[src/rtl/data_mem_block_mover_if.sv]
// Bus bundle for the block mover: control-side request/status plus the
// single data-memory access port the mover drives while busy.
interface data_mem_block_mover_if #(
   parameter int ADDR_W = 10,
   parameter int DATA_W = 32
);
   logic              start;
   logic              fillMode;
   logic [ADDR_W-1:0] srcAddr;
   logic [ADDR_W-1:0] dstAddr;
   logic [ADDR_W:0]   length;
   logic [DATA_W-1:0] fillValue;
   logic              busy;
   logic              done;
   logic              error;
   logic [ADDR_W-1:0] memoryAddy;
   logic [DATA_W-1:0] writeData;
   logic              cu_writeEnable;
   logic              cu_readEnable;
   logic [DATA_W-1:0] dataRAMOutput;

   modport master (
      input  start, fillMode, srcAddr, dstAddr, length, fillValue, dataRAMOutput,
      output busy, done, error, memoryAddy, writeData, cu_writeEnable, cu_readEnable
   );

   modport slave (
      output start, fillMode, srcAddr, dstAddr, length, fillValue, dataRAMOutput,
      input  busy, done, error, memoryAddy, writeData, cu_writeEnable, cu_readEnable
   );
endinterface

[src/rtl/data_mem_block_mover.sv]
// Block copy / fill engine owning the data-memory port while busy.
// Every memory-side output is registered so it is stable at the falling-edge sample.
module data_mem_block_mover #(
   parameter int MEM_WORDS = 31,
   parameter int ADDR_W    = 10,
   parameter int DATA_W    = 32
) (
   input logic                    clock,
   input logic                    reset,
   data_mem_block_mover_if.master bus
);
   typedef enum logic [1:0] {IDLE, READ, WRITE, FINISH} stateType;

   localparam logic [ADDR_W+1:0] MEM_LIMIT = (ADDR_W+2)'(MEM_WORDS);
   localparam logic [ADDR_W:0]   ONE_COUNT = (ADDR_W+1)'(1);
   localparam logic [ADDR_W-1:0] ONE_ADDR  = ADDR_W'(1);

   stateType          state, stateNext;
   logic              rejectPending, rejectPendingNext;
   logic [ADDR_W-1:0] srcPtr, srcPtrNext;
   logic [ADDR_W-1:0] dstPtr, dstPtrNext;
   logic [ADDR_W:0]   remaining, remainingNext;
   logic              descending, descendingNext;
   logic              fillLatched, fillLatchedNext;
   logic              busyReg, busyNext;
   logic              doneReg, doneNext;
   logic              errorReg, errorNext;
   logic              writeEnReg, writeEnNext;
   logic              readEnReg, readEnNext;
   logic [ADDR_W-1:0] addrReg, addrNext;
   logic [DATA_W-1:0] dataReg, dataNext;

   logic [ADDR_W+1:0] srcEnd, dstEnd;
   logic              rangeBad, startDescending;
   logic [ADDR_W-1:0] srcFirst, dstFirst, srcStep, dstStep;

   // Sums are two bits wider than an address so an oversize range can never wrap.
   assign srcEnd          = {2'b00, bus.srcAddr} + {1'b0, bus.length};
   assign dstEnd          = {2'b00, bus.dstAddr} + {1'b0, bus.length};
   assign rangeBad        = (!bus.fillMode && (srcEnd > MEM_LIMIT)) || (dstEnd > MEM_LIMIT);
   assign startDescending = !bus.fillMode && (bus.dstAddr > bus.srcAddr);
   assign srcFirst = startDescending ? bus.srcAddr + ADDR_W'(bus.length) - ONE_ADDR : bus.srcAddr;
   assign dstFirst = startDescending ? bus.dstAddr + ADDR_W'(bus.length) - ONE_ADDR : bus.dstAddr;
   assign srcStep  = descending ? srcPtr - ONE_ADDR : srcPtr + ONE_ADDR;
   assign dstStep  = descending ? dstPtr - ONE_ADDR : dstPtr + ONE_ADDR;

   always_comb begin
      stateNext         = state;
      rejectPendingNext = 1'b0;
      srcPtrNext        = srcPtr;
      dstPtrNext        = dstPtr;
      remainingNext     = remaining;
      descendingNext    = descending;
      fillLatchedNext   = fillLatched;
      busyNext          = 1'b0;
      doneNext          = 1'b0;
      errorNext         = errorReg;
      writeEnNext       = 1'b0;
      readEnNext        = 1'b0;
      addrNext          = addrReg;
      dataNext          = dataReg;

      case (state)
         IDLE: begin
            if (bus.start) begin
               // Zero-length and rejected requests spend an extra FINISH cycle so done lands one edge after start.
               if (bus.length == '0) begin
                  stateNext         = FINISH;
                  rejectPendingNext = 1'b1;
                  errorNext         = 1'b0;
               end else if (rangeBad) begin
                  stateNext         = FINISH;
                  rejectPendingNext = 1'b1;
                  errorNext         = 1'b1;
               end else begin
                  errorNext       = 1'b0;
                  busyNext        = 1'b1;
                  fillLatchedNext = bus.fillMode;
                  descendingNext  = startDescending;
                  remainingNext   = bus.length;
                  srcPtrNext      = srcFirst;
                  dstPtrNext      = dstFirst;
                  if (bus.fillMode) begin
                     stateNext   = WRITE;
                     writeEnNext = 1'b1;
                     addrNext    = dstFirst;
                     dataNext    = bus.fillValue;
                  end else begin
                     stateNext  = READ;
                     readEnNext = 1'b1;
                     addrNext   = srcFirst;
                  end
               end
            end
         end

         READ: begin
            stateNext   = WRITE;
            busyNext    = 1'b1;
            writeEnNext = 1'b1;
            addrNext    = dstPtr;
            dataNext    = bus.dataRAMOutput;
         end

         WRITE: begin
            remainingNext = remaining - ONE_COUNT;
            srcPtrNext    = srcStep;
            dstPtrNext    = dstStep;
            if (remaining > ONE_COUNT) begin
               busyNext = 1'b1;
               if (fillLatched) begin
                  writeEnNext = 1'b1;
                  addrNext    = dstStep;
               end else begin
                  stateNext  = READ;
                  readEnNext = 1'b1;
                  addrNext   = srcStep;
               end
            end else begin
               stateNext = FINISH;
               doneNext  = 1'b1;
               addrNext  = '0;
            end
         end

         FINISH: begin
            addrNext = '0;
            if (rejectPending) begin
               doneNext = 1'b1;
            end else begin
               stateNext = IDLE;
            end
         end

         default: stateNext = IDLE;
      endcase
   end

   always_ff @(posedge clock or negedge reset) begin
      if (!reset) begin
         state         <= IDLE;
         rejectPending <= 1'b0;
         srcPtr        <= '0;
         dstPtr        <= '0;
         remaining     <= '0;
         descending    <= 1'b0;
         fillLatched   <= 1'b0;
         busyReg       <= 1'b0;
         doneReg       <= 1'b0;
         errorReg      <= 1'b0;
         writeEnReg    <= 1'b0;
         readEnReg     <= 1'b0;
         addrReg       <= '0;
         dataReg       <= '0;
      end else begin
         state         <= stateNext;
         rejectPending <= rejectPendingNext;
         srcPtr        <= srcPtrNext;
         dstPtr        <= dstPtrNext;
         remaining     <= remainingNext;
         descending    <= descendingNext;
         fillLatched   <= fillLatchedNext;
         busyReg       <= busyNext;
         doneReg       <= doneNext;
         errorReg      <= errorNext;
         writeEnReg    <= writeEnNext;
         readEnReg     <= readEnNext;
         addrReg       <= addrNext;
         dataReg       <= dataNext;
      end
   end

   assign bus.busy           = busyReg;
   assign bus.done           = doneReg;
   assign bus.error          = errorReg;
   assign bus.cu_writeEnable = writeEnReg;
   assign bus.cu_readEnable  = readEnReg;
   assign bus.memoryAddy     = addrReg;
   assign bus.writeData      = dataReg;
endmodule

[src/flat_wrapper.sv]
// flat-port wrapper written by rule: the top's interface ports become plain ports
module data_mem_block_mover_flat 
#(
   parameter int MEM_WORDS = 31,
   parameter int ADDR_W    = 10,
   parameter int DATA_W    = 32
)
  (clock, reset, bus_start, bus_fillMode, bus_srcAddr, bus_dstAddr, bus_length, bus_fillValue, bus_dataRAMOutput, bus_busy, bus_done, bus_error, bus_memoryAddy, bus_writeData, bus_cu_writeEnable, bus_cu_readEnable);
  data_mem_block_mover_if #(.ADDR_W(ADDR_W), .DATA_W(DATA_W)) bus_i ();
  input logic clock;
  input logic reset;
  input wire logic [$bits(bus_i.start)-1:0] bus_start;
  input wire logic [$bits(bus_i.fillMode)-1:0] bus_fillMode;
  input wire logic [$bits(bus_i.srcAddr)-1:0] bus_srcAddr;
  input wire logic [$bits(bus_i.dstAddr)-1:0] bus_dstAddr;
  input wire logic [$bits(bus_i.length)-1:0] bus_length;
  input wire logic [$bits(bus_i.fillValue)-1:0] bus_fillValue;
  input wire logic [$bits(bus_i.dataRAMOutput)-1:0] bus_dataRAMOutput;
  output wire logic [$bits(bus_i.busy)-1:0] bus_busy;
  output wire logic [$bits(bus_i.done)-1:0] bus_done;
  output wire logic [$bits(bus_i.error)-1:0] bus_error;
  output wire logic [$bits(bus_i.memoryAddy)-1:0] bus_memoryAddy;
  output wire logic [$bits(bus_i.writeData)-1:0] bus_writeData;
  output wire logic [$bits(bus_i.cu_writeEnable)-1:0] bus_cu_writeEnable;
  output wire logic [$bits(bus_i.cu_readEnable)-1:0] bus_cu_readEnable;
  assign bus_i.start = bus_start;
  assign bus_i.fillMode = bus_fillMode;
  assign bus_i.srcAddr = bus_srcAddr;
  assign bus_i.dstAddr = bus_dstAddr;
  assign bus_i.length = bus_length;
  assign bus_i.fillValue = bus_fillValue;
  assign bus_i.dataRAMOutput = bus_dataRAMOutput;
  assign bus_busy = bus_i.busy;
  assign bus_done = bus_i.done;
  assign bus_error = bus_i.error;
  assign bus_memoryAddy = bus_i.memoryAddy;
  assign bus_writeData = bus_i.writeData;
  assign bus_cu_writeEnable = bus_i.cu_writeEnable;
  assign bus_cu_readEnable = bus_i.cu_readEnable;
  data_mem_block_mover #(.MEM_WORDS(MEM_WORDS), .ADDR_W(ADDR_W), .DATA_W(DATA_W)) u_core (.clock(clock), .reset(reset), .bus(bus_i));
endmodule
[config.mk]
export PLATFORM = sky130hd
export DESIGN_NAME = data_mem_block_mover_flat
export DESIGN_NICKNAME = d
export VERILOG_FILES = /design/src/rtl/data_mem_block_mover_if.sv /design/src/rtl/data_mem_block_mover.sv /design/src/flat_wrapper.sv
export SDC_FILE = /design/constraint.sdc
export NUM_CORES = 1
export LEC_CHECK = 0
export ABC_CLOCK_PERIOD_IN_PS = 5300
export CAP_MARGIN = 20
export CORE_MARGIN = 1.5
export CORE_UTILIZATION = 25
export DETAILED_ROUTE_END_ITERATION = 16
export GPL_TIMING_DRIVEN = 0
export PLACE_DENSITY_LB_ADDON = 0.08
export SLEW_MARGIN = 20
export SYNTH_ARGS = -nofsm -noshare
export SYNTH_HDL_FRONTEND = slang
export SYNTH_SLANG_ARGS = --single-unit
export TNS_END_PERCENT = 5
[constraint.sdc]
create_clock -name clock -period 5.3 [get_ports clock]
set_clock_uncertainty 0.05 [all_clocks]
set_input_delay 1.06 -clock clock [delete_from_list [all_inputs] [get_ports clock]]
set_output_delay 1.06 -clock clock [all_outputs]
set_load 0.005 [all_outputs]
Word level (Yosys, flattened, before mapping)

Index checks and enable logic that the tools add are counted.
W data, S select, Z words.

Add/subtract/negate cells: 11
Magnitude comparators: 4
Equality and inequality tests: 9
Mux-type cells: 63
Bitwise logic cells: 2
Reductions and logical operators: 14

Operators with widths:

| operator                | number |
|---|---|
| $mux W10                | 16 |
| $mux W32                | 4 |
| $pmux W32 S2            | 1 |
| $pmux W10 S2            | 2 |
| $pmux W10 S4            | 1 |
| $sub A10 B1 Y10 const B | 4 |
| $mux W11                | 3 |
| $add A10 B11 Y12        | 2 |
| $gt A12 B5 Y1 const B   | 2 |
| $mux W1                 | 23 |
| $pmux W11 S2            | 1 |
| $add A10 B1 Y10 const B | 2 |
| $add A10 B10 Y10        | 2 |
| $mux W2                 | 7 |
| $gt A11 B1 Y1 const B   | 1 |
| $logic_not A11 Y1       | 1 |
| $sub A11 B1 Y11 const B | 1 |
| $gt A10 B10 Y1          | 1 |
| $ne A2 B2 Y1 const B    | 5 |
| $pmux W2 S4             | 1 |
| $reduce_and A4 Y1       | 2 |
| $pmux W1 S3             | 2 |
| $reduce_and A3 Y1       | 2 |
| $reduce_and A5 Y1       | 1 |
| 11 further kinds        | 16 |

Bits in registers: 83
Input bits: 99

Depth between registers and ports, before layout

Word-level depth: 8
Mapped depth: 14
Depth with buffers taken out: 14

Least setup slack after synthesis

OpenSTA, ideal clock, no wires.

Kind: input to register
Start point: input bus_length[1]
End point: register u_core.dstPtr[9]
Setup time: 0.132 ns
Arrival time: 3.576 ns
Required time: 5.118 ns
Setup slack: 1.542 ns
Stages: 11
Buffers on the path: 1
Cell sequence: inv_1 ha_1 a211oi_1 o211ai_1 mux2i_1 or4_1 o41ai_4 a31oi_1 buf_2 a211oi_1 o31ai_1

Cells in the longest elaborated chain, start to end: 7
Elaborated cells on any way between the ends: 17

Ends and longest elaborated chain:

| element                | line                        | source |
|---|---|---|
| start: declaration     | flat_wrapper.sv:16          | `input wire logic [$bits(bus_i.length)-1:0] bus_length;` |
| $add A10 B10 Y10       | data_mem_block_mover.sv:43  | `assign dstFirst = startDescending ? bus.dstAddr + ADDR_W'(bus.length) - ONE_ADDR : bus.dstAddr;` |
| $sub A10 B1 Y10        | data_mem_block_mover.sv:43  |  |
| $mux W10               | data_mem_block_mover.sv:43  |  |
| $mux W10               | data_mem_block_mover.sv:71  | `end else if (rangeBad) begin` |
| $mux W10               | data_mem_block_mover.sv:67  | `if (bus.length == '0) begin` |
| $mux W10               | data_mem_block_mover.sv:65  | `if (bus.start) begin` |
| $pmux W10 S2           | data_mem_block_mover.sv:63  | `case (state)` |
| end signal: assignment | data_mem_block_mover.sv:159 | `dstPtr <= dstPtrNext;` |
| end: declaration       | data_mem_block_mover.sv:21  | `logic [ADDR_W-1:0] dstPtr, dstPtrNext;` |

Parallel ways exist; a longest one is shown, timed or not. The select of a mux whose other input is x is not followed.
A chain may end at the register's enable or synchronous reset.

Final worst setup path

Start point: input bus_length[1]
End point: register u_core.addrReg[1] (netlist: u_core.bus.memoryAddy[1])

Cells in the longest elaborated chain, start to end: 8
Elaborated cells on any way between the ends: 21

Ends and longest elaborated chain:

| element                                    | line                                                   | source |
|---|---|---|
| $add A10 B10 Y10, on equally long branches | data_mem_block_mover.sv:42, data_mem_block_mover.sv:43 |  |
| $sub A10 B1 Y10, on equally long branches  | data_mem_block_mover.sv:42, data_mem_block_mover.sv:43 |  |
| $mux W10, on equally long branches         | data_mem_block_mover.sv:42, data_mem_block_mover.sv:43 |  |
| $mux W10                                   | data_mem_block_mover.sv:83                             | `if (bus.fillMode) begin` |
| $mux W10                                   | data_mem_block_mover.sv:71                             |  |
| $mux W10                                   | data_mem_block_mover.sv:67                             |  |
| $mux W10                                   | data_mem_block_mover.sv:65                             |  |
| $pmux W10 S4                               | data_mem_block_mover.sv:63                             |  |
| end signal: assignment                     | data_mem_block_mover.sv:168                            | `addrReg <= addrNext;` |
| end: declaration                           | data_mem_block_mover.sv:30                             | `logic [ADDR_W-1:0] addrReg, addrNext;` |

Parallel ways exist; a longest one is shown, timed or not. The select of a mux whose other input is x is not followed.

==> results.yml <==
sta:
  finalSetupViolCount: 0
  fin_crit_sh_pct: 94.6
  min_period_ns: 5.01
  hold_viol_final: 0
  tns_ns: 0
  final-max-slew-violation-count: 0
  worst_pin_slew_ns: 0.920
  relSlewSlack_pct: 38.4
  max_freq_mhz: 200
  holdWs_ns: 0.439
  rsz0062_at_grt: "no"
critical_path:
  critPathLaunchType: "primary input"
  critical-path-top-delay-family: "compound AO/OA/AOI/OAI gates"
  timing.rr.start: "u_core.descending"
  r2r_slack_ns: 2.03
  crit_top_cell: "nand2_1"
  crit_chain: "clkdlybuf4s50_1, inv_1, ha_1, a211oi_1, o211ai_1, mux2i_1, or4_1, o41ai_4, nand2_1, nand2_1, mux2_2"
  crit_type: "in -> reg"
  crit_slowest_cell: "clkdlybuf4s50_1"
  crit_required_ns: 5.49
  worst_r2r_path_depth: 8
  r2r_end: "u_core.srcPtr[9]"
  end_kind: "flip-flop"
  max_stage_delay_ns: 0.72
  critPathBufInv: 2
  crit_arrival_ns: 5.20
  worstPathMaxFanout: 8
floorplanning:
  start_util_pct: 25.6
  die_x_um: 175
  row_count: 62
  core_mm2: 0.0289
  die-area_mm2: 0.0306
  ios: 146
  die_h_um: 175
synthesis:
  syn_area_mm2: 0.00738
  ys_warn_count: 0
  synth-edff-count: 0
  synth.avg_cell_area_um2: 8.36
  ys_types: 67
  yosysMostFrequentCell: "o21ai_0"
  synthTopCellsByCount: "o21ai_0, inv_1, dfrtp_1"
  synth_top_area_share_pct: 28.1
  yosysSeqAreaShare_pct: 28.1
  synth_flop_cell: "dfrtp_1"
  ys_seq_elements: 83
  yosys.area.top_type: "dfrtp_1"
  ys_top_cells_by_area: "dfrtp_1, ha_1, o21ai_0"
  async_flop_share_pct: 100
  synth_nets: 1070
  syn_inst: 883
worst_hold_path:
  min_to: "u_core.srcPtr[6]"
  hold_class: "reg -> reg"
  holdPathStages: 2
  hp-start: "u_core.srcPtr[6]"
pwr:
  switchingPower_mw: 2.02
  p_seq_share_pct: 24.5
  power.density_mw_per_mm2: 470
  vdd_ir_drop_max_mv: 0.177
  total_power_mw: 4.54
  p_int_mw: 2.52
  netSwitchingFraction_pct: 44.5
  p_leak_nw: 4.11
  p_comb_share_pct: 60.2
  clockPowerShare_pct: 15.3
detailed_routing:
  first_pass_iters: 5
  drtIter0Drc: 411
  vias: 6904
  avgRoutedWirePerCell_um: 18.6
  postRouteAntennaNets: 0
  wl_mm: 26.6
  drc: 0
  vias_per_cell: 4.83
layout:
  drive_gt1_share_pct: 4.11
  nets: 1227
  utilization_pct: 33.5
  area_growth_pct: 30.9
  insertedDiodeCount: 0
  nFillCells: 3108
clock_network:
  clock_latency_ns: 0.36
  cts_root_buf: "clkbuf_16"
  cts_tree: "yes"
  path_clk_slew_ns: 0.07
  post_cts_resized: 0
  cts_setup_buffers: 0
  htree_levels: 3
  numClockSinks: 83
  cts_buffers: 9
  cts.path.max_buffers: 2
  cts_hold_buf: 0
global_routing:
  antenna_found_initial: 0
  grt_max_degree: 49
  grt_pass1_wl_mm: 41.4
  grt-ovfl-total: 0
  grt_pass1_vias: 7070
  grt_usage_pct: 17.8
placed_design:
  portBuffers: 145
  globalplace.congestion: 0.837
  place_hpwl_mm: 21.3
flow_run:
  drv_cap: 0
status:
  status: "completed"
==> routing by layer <==
layer | track usage, % | wire length (um) | vias to the layer above
met5 | 0 | 0 | -
met4 | 3.74 | 283 | 0
met3 | 3.46 | 1090 | 15
met2 | 28.8 | 11900 | 147
met1 | 24.6 | 13300 | 3268
li1 | - | - | 3474
==> how the worst max path moves through the flow <==
stage / start / endpoint / slack, ns / depth (start not counted)
after floorplan: bus_length[1] / u_core.dstPtr[9] / 1.54 / 11
after global placement: reset / u_core.remaining[9] / -0.44 / 1
after detailed placement: bus_length[1] / u_core.bus.memoryAddy[6] / -0.15 / 11
after CTS: bus_length[1] / u_core.bus.memoryAddy[6] / 0.22 / 11
after global routing: bus_length[1] / u_core.dstPtr[2] / 0.01 / 13
final: bus_length[1] / u_core.bus.memoryAddy[1] / 0.29 / 11
==> flip-flops by register name (all words and copies together) (netlist names) <==
signal and flops:
u_core.bus.writeData 32, u_core.remaining 11, u_core.bus.memoryAddy 10, u_core.dstPtr 10, u_core.srcPtr 10, u_core.state 2
u_core.bus.busy 1, u_core.bus.cu_readEnable 1, u_core.bus.cu_writeEnable 1, u_core.bus.done 1, u_core.bus.error 1, u_core.descending 1
u_core.fillLatched 1, u_core.rejectPending 1
==> cells in the final DEF (no fill, tap or decap), types with 5 or more instances in the layout <==
cell type          n
o211ai_1          13
a221o_1            5
a2111oi_0          5
o2111ai_1          9
xnor2_1           23
mux2_2             8
a211oi_1          10
clkbuf_1          28
nand2b_1           6
nor2_1            57
nor2b_1           16
nor3_1            15
mux2i_1           51
o21a_1             5
nand3_1           15
and3_1             6
ha_1              82
clkbuf_16          9
fa_1               6
nand2_1           70
o21ai_0          116
a21oi_1           51
inv_1             84
o22ai_1            9
clkdlybuf4s50_1  144
dfrtp_1           83
o31ai_1            7
o21bai_1           7
nor4_1             8
xor2_1            12
==> logic make-up (layout without fill, tap and decap cells) <==
logic type	after synthesis	count (layout)	share of synthesized area, %
xor gates and xnor gates	35	35	4.15
and+or+nand+nor	214	214	13.6
DFF	83	83	28.1
AOI/OAI and AO/OA	280	280	23.9
adders and majority gates	88	88	15.5
buffers and inverters	124	286	6.48
muxes	59	59	8.14
==> worst min-delay path, stage by stage, from the launching register on <==
cell and delay (ns):
dfrtp_1 0.35, nand2_1 0.05, o21ai_0 0.06
==> per-stage QoR <==
stage | setup WS (ns) | cell area [um2] | std cells
finish | 0.288 | 9660 | 1429
global route | 0.0126 | 9660 | 1429
CTS | 0.223 | 9660 | 1429
detailed placement | -0.146 | 9340 | 1413
global placement | -0.439 | 9310 | 1412
floorplan | 1.54 | 7380 | 883
==> final cells by class <==
class / count / area [um2] / area share, %
Timing Repair Buffer: 146 / 1480 / 15.3
Tap cell: 384 / 480 / 4.97
Clock buffer: 9 / 225 / 2.33
Sequential cell: 83 / 2080 / 21.5
Clock inverter: 7 / 92.6 / 0.959
Buffer: 38 / 155 / 1.61
Multi-Input combinational cell: 676 / 4820 / 50.0
Inverter: 86 / 323 / 3.34
==> power groups by stage <==
stage	sequential [mW]	combinational, mW	clock [mW]
2_1_floorplan	1.10	1.69	0
3_3_place_gp	1.12	2.77	0
3_5_place_dp	1.12	2.76	0
4_1_cts	1.12	2.77	0.714
5_1_grt	1.16	3.08	0.736
6_report	1.11	2.73	0.694
No activity file was read; power rests on OpenSTA's default activity.
